[src/rtl/load_stall_multi_ctrl_if.sv]
// Bundle of IF/ID, ID/EX and control signals exchanged between the
// pipeline datapath and the load-stall / multi-register sequencer.
interface load_stall_multi_ctrl_if #(
  parameter int REG_W  = 3,
  parameter int LIST_W = 8
);
  logic              if_id_valid;
  logic [5:0]        if_id_op;
  logic [REG_W-1:0]  if_id_regA;
  logic [REG_W-1:0]  if_id_regB;
  logic [LIST_W-1:0] if_id_imm;
  logic [5:0]        id_ex_op;
  logic [REG_W-1:0]  id_ex_regA;
  logic              flush_in;
  logic              pc_we;
  logic              if_id_we;
  logic              id_ex_bubble;
  logic              uop_valid;
  logic [REG_W-1:0]  uop_reg;
  logic [REG_W-1:0]  uop_offset;

  // Pipeline side: presents decode/execute fields, consumes stall controls
  modport master (
    output if_id_valid, if_id_op, if_id_regA, if_id_regB, if_id_imm,
           id_ex_op, id_ex_regA, flush_in,
    input  pc_we, if_id_we, id_ex_bubble, uop_valid, uop_reg, uop_offset
  );

  // Controller side
  modport slave (
    input  if_id_valid, if_id_op, if_id_regA, if_id_regB, if_id_imm,
           id_ex_op, id_ex_regA, flush_in,
    output pc_we, if_id_we, id_ex_bubble, uop_valid, uop_reg, uop_offset
  );
endinterface

[src/rtl/load_stall_multi_ctrl.sv]
// Decode-stage interlock: stalls on load-use hazards and expands LM/SM
// into one micro-op per register-list bit while holding fetch.
module load_stall_multi_ctrl #(
  parameter int REG_W  = 3,
  parameter int LIST_W = 8
) (
  input logic                   clk,
  input logic                   reset,
  load_stall_multi_ctrl_if.slave bus
);

  typedef enum logic {IDLE, MULTI} state_t;

  state_t            state_q, state_d;
  logic [LIST_W-1:0] mask_q, mask_d;
  logic [REG_W-1:0]  cnt_q, cnt_d;

  logic              use_a, use_b;
  logic              load_use, is_multi;
  logic [REG_W-1:0]  low_idx;
  logic              low_found;
  logic [LIST_W-1:0] mask_rest;

  logic              pc_we, if_id_we, bubble, uop_valid;
  logic [REG_W-1:0]  uop_reg, uop_offset;

  // Source-register usage of the instruction in IF/ID, and hazard detection
  always_comb begin
    use_a = 1'b0;
    use_b = 1'b0;
    case (bus.if_id_op[5:2])
      4'b0000, 4'b0010, 4'b1100: begin use_a = 1'b1; use_b = 1'b1; end
      4'b0001, 4'b0110, 4'b0111: use_a = 1'b1;
      4'b0100, 4'b0101, 4'b1001: use_b = 1'b1;
      default: ;
    endcase
    load_use = bus.if_id_valid && (bus.id_ex_op[5:2] == 4'b0100) &&
               ((use_a && (bus.if_id_regA == bus.id_ex_regA)) ||
                (use_b && (bus.if_id_regB == bus.id_ex_regA)));
    is_multi = bus.if_id_valid &&
               ((bus.if_id_op[5:2] == 4'b0110) || (bus.if_id_op[5:2] == 4'b0111));
  end

  // Lowest set bit of the remaining register list
  always_comb begin
    low_idx   = '0;
    low_found = 1'b0;
    for (int unsigned i = 0; i < LIST_W; i++) begin
      if (mask_q[i] && !low_found) begin
        low_idx   = REG_W'(i);
        low_found = 1'b1;
      end
    end
    mask_rest = mask_q & (mask_q - LIST_W'(1));
  end

  // State, list mask and micro-op ordinal registers
  always_ff @(posedge clk or posedge reset) begin
    if (reset) begin
      state_q <= IDLE;
      mask_q  <= '0;
      cnt_q   <= '0;
    end else begin
      state_q <= state_d;
      mask_q  <= mask_d;
      cnt_q   <= cnt_d;
    end
  end

  // Next state and pipeline controls; reset forces the safe stall values
  always_comb begin
    state_d    = state_q;
    mask_d     = mask_q;
    cnt_d      = cnt_q;
    pc_we      = 1'b1;
    if_id_we   = 1'b1;
    bubble     = 1'b0;
    uop_valid  = 1'b0;
    uop_reg    = '0;
    uop_offset = '0;
    case (state_q)
      IDLE: begin
        if (bus.flush_in) begin
          // killed instruction: no hazard check
        end else if (load_use) begin
          pc_we    = 1'b0;
          if_id_we = 1'b0;
          bubble   = 1'b1;
        end else if (is_multi) begin
          bubble = 1'b1;
          if (bus.if_id_imm != '0) begin
            pc_we    = 1'b0;
            if_id_we = 1'b0;
            mask_d   = bus.if_id_imm;
            cnt_d    = '0;
            state_d  = MULTI;
          end
        end
      end
      MULTI: begin
        if (bus.flush_in) begin
          bubble  = 1'b1;
          mask_d  = '0;
          cnt_d   = '0;
          state_d = IDLE;
        end else begin
          uop_valid  = 1'b1;
          uop_reg    = low_idx;
          uop_offset = cnt_q;
          mask_d     = mask_rest;
          cnt_d      = cnt_q + REG_W'(1);
          if (mask_rest == '0) begin
            state_d = IDLE;
          end else begin
            pc_we    = 1'b0;
            if_id_we = 1'b0;
          end
        end
      end
      default: state_d = IDLE;
    endcase
    if (reset) begin
      pc_we      = 1'b0;
      if_id_we   = 1'b0;
      bubble     = 1'b1;
      uop_valid  = 1'b0;
      uop_reg    = '0;
      uop_offset = '0;
    end
  end

  assign bus.pc_we        = pc_we;
  assign bus.if_id_we     = if_id_we;
  assign bus.id_ex_bubble = bubble;
  assign bus.uop_valid    = uop_valid;
  assign bus.uop_reg      = uop_reg;
  assign bus.uop_offset   = uop_offset;

endmodule
[src/flat_wrapper.sv]
// flat-port wrapper written by rule: the top's interface ports become plain ports
module load_stall_multi_ctrl_flat 
#(
  parameter int REG_W  = 3,
  parameter int LIST_W = 8
)
  (clk, reset, bus_if_id_valid, bus_if_id_op, bus_if_id_regA, bus_if_id_regB, bus_if_id_imm, bus_id_ex_op, bus_id_ex_regA, bus_flush_in, bus_pc_we, bus_if_id_we, bus_id_ex_bubble, bus_uop_valid, bus_uop_reg, bus_uop_offset);
  load_stall_multi_ctrl_if #(.REG_W(REG_W), .LIST_W(LIST_W)) bus_i ();
  input logic clk;
  input logic reset;
  input wire logic [$bits(bus_i.if_id_valid)-1:0] bus_if_id_valid;
  input wire logic [$bits(bus_i.if_id_op)-1:0] bus_if_id_op;
  input wire logic [$bits(bus_i.if_id_regA)-1:0] bus_if_id_regA;
  input wire logic [$bits(bus_i.if_id_regB)-1:0] bus_if_id_regB;
  input wire logic [$bits(bus_i.if_id_imm)-1:0] bus_if_id_imm;
  input wire logic [$bits(bus_i.id_ex_op)-1:0] bus_id_ex_op;
  input wire logic [$bits(bus_i.id_ex_regA)-1:0] bus_id_ex_regA;
  input wire logic [$bits(bus_i.flush_in)-1:0] bus_flush_in;
  output wire logic [$bits(bus_i.pc_we)-1:0] bus_pc_we;
  output wire logic [$bits(bus_i.if_id_we)-1:0] bus_if_id_we;
  output wire logic [$bits(bus_i.id_ex_bubble)-1:0] bus_id_ex_bubble;
  output wire logic [$bits(bus_i.uop_valid)-1:0] bus_uop_valid;
  output wire logic [$bits(bus_i.uop_reg)-1:0] bus_uop_reg;
  output wire logic [$bits(bus_i.uop_offset)-1:0] bus_uop_offset;
  assign bus_i.if_id_valid = bus_if_id_valid;
  assign bus_i.if_id_op = bus_if_id_op;
  assign bus_i.if_id_regA = bus_if_id_regA;
  assign bus_i.if_id_regB = bus_if_id_regB;
  assign bus_i.if_id_imm = bus_if_id_imm;
  assign bus_i.id_ex_op = bus_id_ex_op;
  assign bus_i.id_ex_regA = bus_id_ex_regA;
  assign bus_i.flush_in = bus_flush_in;
  assign bus_pc_we = bus_i.pc_we;
  assign bus_if_id_we = bus_i.if_id_we;
  assign bus_id_ex_bubble = bus_i.id_ex_bubble;
  assign bus_uop_valid = bus_i.uop_valid;
  assign bus_uop_reg = bus_i.uop_reg;
  assign bus_uop_offset = bus_i.uop_offset;
  load_stall_multi_ctrl #(.REG_W(REG_W), .LIST_W(LIST_W)) u_core (.clk(clk), .reset(reset), .bus(bus_i));
endmodule
[config.mk]
export PLATFORM = sky130hd
export DESIGN_NAME = load_stall_multi_ctrl_flat
export DESIGN_NICKNAME = d
export VERILOG_FILES = /design/src/rtl/load_stall_multi_ctrl_if.sv /design/src/rtl/load_stall_multi_ctrl.sv /design/src/flat_wrapper.sv
export SDC_FILE = /design/constraint.sdc
export NUM_CORES = 1
export LEC_CHECK = 0
export CORE_MARGIN = 8
export CORE_UTILIZATION = 36
export CTS_CLUSTER_DIAMETER = 150
export CTS_CLUSTER_SIZE = 40
export DETAILED_ROUTE_END_ITERATION = 10
export PLACE_DENSITY = 0.8
export SLEW_MARGIN = 20
export SYNTH_ARGS = -nofsm -noshare
export SYNTH_HDL_FRONTEND = slang
export SYNTH_SLANG_ARGS = --single-unit
[constraint.sdc]
create_clock -name clk -period 3.64 [get_ports clk]
set_input_delay 0.364 -clock clk [delete_from_list [all_inputs] [get_ports clk]]
set_output_delay 0.364 -clock clk [all_outputs]
set_load 0.01 [all_outputs]
==> flow_summary_export.csv, run 1 <==
group,metric,value,unit
status,status,"complete, no violations",
pwr,irDropWorstVdd,110.8,uV
detailed_routing,wl_met1,1293,um
worst_setup_path,r2r_setup_slack,1.74,ns
synth,yosysTopAreaCell,"dfrtp_1",
pwr,power.density,306.1,nW/um^2
synth,synth_ff_type,"dfrtp_1",
synth,synthesis.area,1079,sq um
detailed_routing,dr.pass1.iters,4,
placement,place_ws,0.6297,ns
placement,hpwl,2647,um
synth,yosysWarnings,0,
timing,fin_ws,0.4843,ns
timing,fmax,0.3169,GHz
detailed_routing,dr_wl_met2,1623,um
layout,design_area,1514,sq um
detailed_routing,wirelength,3230,um
worst_setup_path,cp.arrival,2.79,ns
global_route,antenna_found_initial,0,
detailed_routing,vias,1134,
synth,ys_types,50,
clocking,clockBufferDepth,2,
synth,netlist_instances,125,
timing,rsz0062_at_grt,"no",
global_route,globalRouteTotalUtil,13.29,%
layout,syn_to_final_growth,40.37,%
synth,synthArstFlopShare,100.0,%
worst_setup_path,critPathRequiredTime,3.28,ns
min_path,hp-class,"in2async",
floorplan,rows,20,
worst_setup_path,cp-end-kind,"output pin",
layout,regArea,300.3,sq um
layout,antenna_cells,0,
clocking,clock_latency,0.28,ns
placement,place_area,1491,sq um
detailed_routing,drc_errors,0,
synth,synth.most_common_cell,"dfrtp_1",
floorplan,chipWidth,70.74,um
timing,min_period_over_period,86.69,%
synth,synth_edf_count,0,
clocking,h-tree-depth,1,
worst_setup_path,cp_max_fo,9,
synth,ys_top_cells_by_area,"dfrtp_1 (28%), xnor2_1 (4.9%), nand2_1 (3.8%)",
timing,fin_crit,3.156,ns
timing,drv_slew,0,
timing,final-setup-viol-count,0,
clocking,cts_resized,0,
clocking,cts_tree,"yes",
timing,tightest_slew,0.5659,ns
clocking,cts-root-buf,"clkbuf_4",
synth,avgSynthCellArea,8.628,sq um
clocking,cts_hold_buffers,0,
clocking,cts_setup_buffers,0,
layout,multi_input_area,724.4,sq um
pwr,total_power,0.0004634,W
floorplan,dieArea,5003,sq um
layout,final_layout_size_suffix_gt1_share,11.73,%
clocking,numCtsBuffers,3,
timing,holdWs,0.3818,ns
detailed_routing,drtIter0Drc,67,
detailed_routing,via_per_inst,5.815,
synth,syn_nets,159,
detailed_routing,routedWlPerCell,16.56,um
floorplan,start_util,36.53,%
global_route,grt_pass1_wl,5437,um
synth,synthTopCellsByCount,"dfrtp_1 (12), nand2_1 (11), nor2_1 (9), a21oi_1 (8)",
clocking,path_clk_slew,0.07,ns
layout,fin_nets,198,
timing,skew,0.001118,ns
synth,ys_seq_elements,12,
layout,fillerInstances,311,
floorplan,core-area,2953,sq um
global_route,gr-total-overflow,0,
floorplan,dieHeight,70.74,um
detailed_routing,drtAntennaViolNets,0,
worst_setup_path,crit_type,"reg2out",
clocking,clkSinkCount,12,
flow_run,max_cap_violations,0,
synth,yosys.area.top_type_share,27.84,%
placement,routabilityCongestion,0.9073,
detailed_routing,wl_met3,218,um
timing,finalSetupTns,0,ns
global_route,grt_pass1_vias,1195,
worst_setup_path,worstSetupStartpointType,"flop",
floorplan,io_pins,43,
pwr,p_leak,0.5806,nW
global_route,grt_max_degree,15,
detailed_routing,routed.top_layer,"met4",
placement,io_buffers,38,
timing,slew_headroom,62.27,%
timing,hold_viol,0,
synth,synth-seq-area-share,27.84,%
cells in the final DEF, fill, tap and decap left out, types with 4 or more instances in the layout:
cell type / instances
inv_1: 6
nor2_1: 9
clkdlybuf4s50_1: 38
nand2_1: 11
a21oi_1: 8
o21ai_0: 5
xnor2_1: 6
o2bb2ai_1: 4
dfrtp_1: 12
power by group:
part           total (W)  switching [W]  internal [W]
registers       0.000204      0.0000475      0.000156
logic           0.000177      0.0000799     0.0000968
clock network  0.0000829      0.0000446     0.0000384
total           0.000463       0.000172      0.000291
kinds of logic (layout without fill, tap and decap cells):
logic type | count (synthesis) | after routing | synth area share, %
AND/OR/NAND/NOR | 47 | 47 | 25.87
AO/OA/AOI/OAI | 41 | 41 | 30.51
buffers and inverters | 13 | 50 | 4.988
flip-flops | 12 | 12 | 27.84
XOR/XNOR | 6 | 6 | 4.872
adder cells (fa/ha/maj) | 3 | 3 | 3.016
multiplexers | 3 | 3 | 2.900
critical path, stage by stage, from the launching register on:
cell             delay (ns)
dfrtp_1                0.51
nor4_4                 0.42
nand2_1                0.18
maj3_1                 0.38
o21ai_1                0.21
o311a_1                0.24
clkdlybuf4s50_1        0.56
stage by stage:
stage | utilization (%) | std cells
floorplan | - | 125
global placement | 50.51 | 192
detailed placement | 50.51 | 192
CTS | 51.27 | 195
global route | 51.27 | 195
finish | 51.27 | 195
sequential cells by signal, indices dropped and copies added, names as in the netlist:
name and flops:
u_core.cnt_q 3, u_core.mask_q 8, u_core.state_q 1
final timing paths:
check / from / cells after the start / end
worst max-delay path: u_core.mask_q[0] / 6 / bus_if_id_we
worst min-delay path: reset / 2 / u_core.mask_q[1]
worst max register to register: u_core.mask_q[0] / 5 / u_core.state_q
worst min register to register: u_core.cnt_q[1] / 1 / u_core.cnt_q[1]
max in group asynchronous: reset / 3 / u_core.mask_q[6]
min in group clk: u_core.cnt_q[1] / 1 / u_core.cnt_q[1]
area by class of cell:
type                       count  share of cell area [%]
inverter                       6                   1.488
sequential                    12                   19.83
timing repair buffer          41                   26.61
clock buffer                   3                   1.488
tap                           33                   2.727
multi-input combinational    100                   47.85
layer usage:
metal,vias up,GRT usage [%]
li1,550,-
met1,533,14.03
met3,9,3.249
met5,-,0
met4,0,7.159
met2,42,23.69
Note: power is estimated with default switching activity, not from simulation.
==> run 2, diff against run 1 <==
--- a/config.mk
+++ b/config.mk
@@ -11,6 +11,7 @@
 export CTS_CLUSTER_SIZE = 40
 export DETAILED_ROUTE_END_ITERATION = 10
 export PLACE_DENSITY = 0.8
+export SETUP_SLACK_MARGIN = 0.2
 export SLEW_MARGIN = 20
 export SYNTH_ARGS = -nofsm -noshare
 export SYNTH_HDL_FRONTEND = slang
==> constraint.sdc (replaced) <==
create_clock -name clk -period 3.45 [get_ports clk]
set_input_delay 0.345 -clock clk [delete_from_list [all_inputs] [get_ports clk]]
set_output_delay 0.345 -clock clk [all_outputs]
set_load 0.01 [all_outputs]
==> flow_summary_export.csv, run 2 (synthesis results as in run 1) <==
group,metric,value,unit
status,status,"complete, no violations",
pwr,switchingPower,0.0001792,W
detailed_routing,routedWlPerCell,15.93,um
floorplan,dieHeight,70.74,um
worst_setup_path,r2r_start,"u_core.mask_q[1]",
timing,slew_headroom,62.19,%
timing,tightest_slew,0.5671,ns
layout,fin_nets,199,
layout,layout_common_cells,"clkdlybuf4s50_1 (38), dfrtp_1 (12), nand2_1 (11)",
detailed_routing,drtAntennaViolNets,0,
worst_setup_path,crit_type,"reg2out",
timing,hold_viol,0,
global_route,globalRouteTotalUtil,12.96,%
timing,final-setup-viol-count,0,
clocking,cts_tree,"yes",
worst_setup_path,cp.arrival,2.76,ns
timing,fin_crit,3.107,ns
pwr,switching_share,36.86,%
timing,skew,0.003283,ns
placement,routabilityCongestion,0.9208,
detailed_routing,drtIter0Drc,59,
detailed_routing,wirelength,3122,um
worst_setup_path,worstRegToRegCells,5,
global_route,gr-total-overflow,0,
pwr,power.density,319.5,nW/um^2
layout,largest_register_ffs,8,
worst_setup_path,slowest_delay,0.55,ns
worst_setup_path,r2r_setup_slack,1.54,ns
layout,syn_to_final_growth,41.07,%
clocking,clock_latency,0.27,ns
global_route,grt_pass1_vias,1195,
clocking,clkSinkCount,12,
worst_setup_path,cp.buffers_inverters,1,
floorplan,chipWidth,70.74,um
worst_setup_path,cp-end-kind,"output pin",
floorplan,io_pins,43,
clocking,cts_setup_buffers,0,
worst_setup_path,cp_cell_sequence,"nor4_4, nand2_1, maj3_1, o21ai_1, o311a_1, clkdlybuf4s50_1",
pwr,p_leak,0.5855,nW
clocking,cts_hold_buffers,0,
timing,drv_slew,0,
clocking,path_clk_slew,0.07,ns
layout,antenna_cells,0,
worst_setup_path,worst_path_max_delay_cell,"clkdlybuf4s50_1",
placement,hpwl,2504,um
global_route,grt_max_degree,17,
layout,largest-register,"u_core.mask_q",
floorplan,rows,20,
layout,final_common_cell,"clkdlybuf4s50_1",
timing,fmax,0.3218,GHz
pwr,power_frac_comb,38.0,%
timing,rsz0062_at_grt,"no",
pwr,p_seq_share,44.3,%
global_route,grt_pass1_wl,5347,um
layout,fillerInstances,295,
min_path,hp-class,"in2async",
layout,top_regs,"u_core.mask_q x8, u_core.cnt_q x3, u_core.state_q x1",
pwr,irDropWorstVdd,142.5,uV
floorplan,core-area,2953,sq um
timing,finalSetupTns,0,ns
pwr,total_power,0.0004860,W
detailed_routing,dr.pass1.iters,4,
worst_setup_path,critPathRequiredTime,3.11,ns
worst_setup_path,cp_max_fo,8,
placement,io_buffers,38,
global_route,antenna_found_initial,0,
floorplan,dieArea,5003,sq um
worst_setup_path,worstReg2RegEnd,"u_core.state_q",
pwr,p_clk_share,17.6,%
pwr,internal_power,0.0003069,W
worst_setup_path,worstSetupStartpointType,"flop",
detailed_routing,via_per_inst,5.760,
detailed_routing,vias,1129,
flow_run,max_cap_violations,0,
detailed_routing,drc_errors,0,
placement,place_area,1499,sq um
timing,min_period_over_period,90.06,%
clocking,h-tree-depth,1,
floorplan,start_util,36.53,%
worst_setup_path,critPathTopFamily,"simple AND/OR/NAND/NOR gates",
clocking,clockBufferDepth,2,
layout,design_area,1521,sq um
clocking,cts-root-buf,"clkbuf_4",
layout,final_layout_size_suffix_gt1_share,12.27,%
clocking,numCtsBuffers,3,
-- run 2: layout make-up --
class / count / area, sq um / area share (%)
multi-input combinational: 100 / 724.4 / 47.62
timing repair buffer: 42 / 410.4 / 26.97
sequential: 12 / 300.3 / 19.74
tap: 33 / 41.29 / 2.714
clock buffer: 3 / 22.52 / 1.480
inverter: 6 / 22.52 / 1.480
-- run 2: repair_timing --
item	CTS	global route
endpoints found under the setup margin	0	2
hold endpoints to repair	0	0
gates resized for setup	0	0
-- run 2: metal layers --
metal	global-route usage (%)	up-vias	share of wire [%]
met2	22.55	38	48
met1	13.76	533	42
met5	0	-	0
met3	4.661	5	8.3
li1	-	553	-
met4	5.543	0	1.6
-- run 2: power groups by stage --
stage,clock network (W),logic (W),registers (W)
finish,0.0000857,0.000185,0.000215
global route,0.0000929,0.000204,0.000219
CTS,0.0000856,0.000187,0.000214
detailed placement,0,0.000186,0.000217
global placement,0,0.000178,0.000213
floorplan,0,0.000141,0.000186
-- run 2: worst max path at each step --
stage	startpoint	cells past startpoint	slack, ns	endpoint
after global placement	bus_if_id_op[3]	7	0.56	bus_if_id_we
after CTS	u_core.mask_q[0]	6	0.30	bus_if_id_we
final	u_core.mask_q[1]	6	0.34	bus_if_id_we
after detailed placement	bus_if_id_op[3]	7	0.51	bus_id_ex_bubble
after global routing	u_core.mask_q[1]	6	0.22	bus_pc_we
after floorplan	u_core.mask_q[1]	7	1.23	bus_pc_we
-- run 2: through the flow --
step / util (%) / hold slack (ns) / setup slack (ns) / std cells
floorplan: - / 0.2414 / 1.230 / 125
global placement: 50.76 / 0.5111 / 0.5560 / 193
detailed placement: 50.76 / 0.5145 / 0.5133 / 193
CTS: 51.53 / 0.4674 / 0.2987 / 196
global route: 51.53 / 0.5246 / 0.2223 / 196
finish: 51.53 / 0.4578 / 0.3429 / 196
-- run 2: worst min-delay path: stages --
cell             delay, ns
clkdlybuf4s50_1       0.43
inv_1                 0.09
buf_4                 0.23
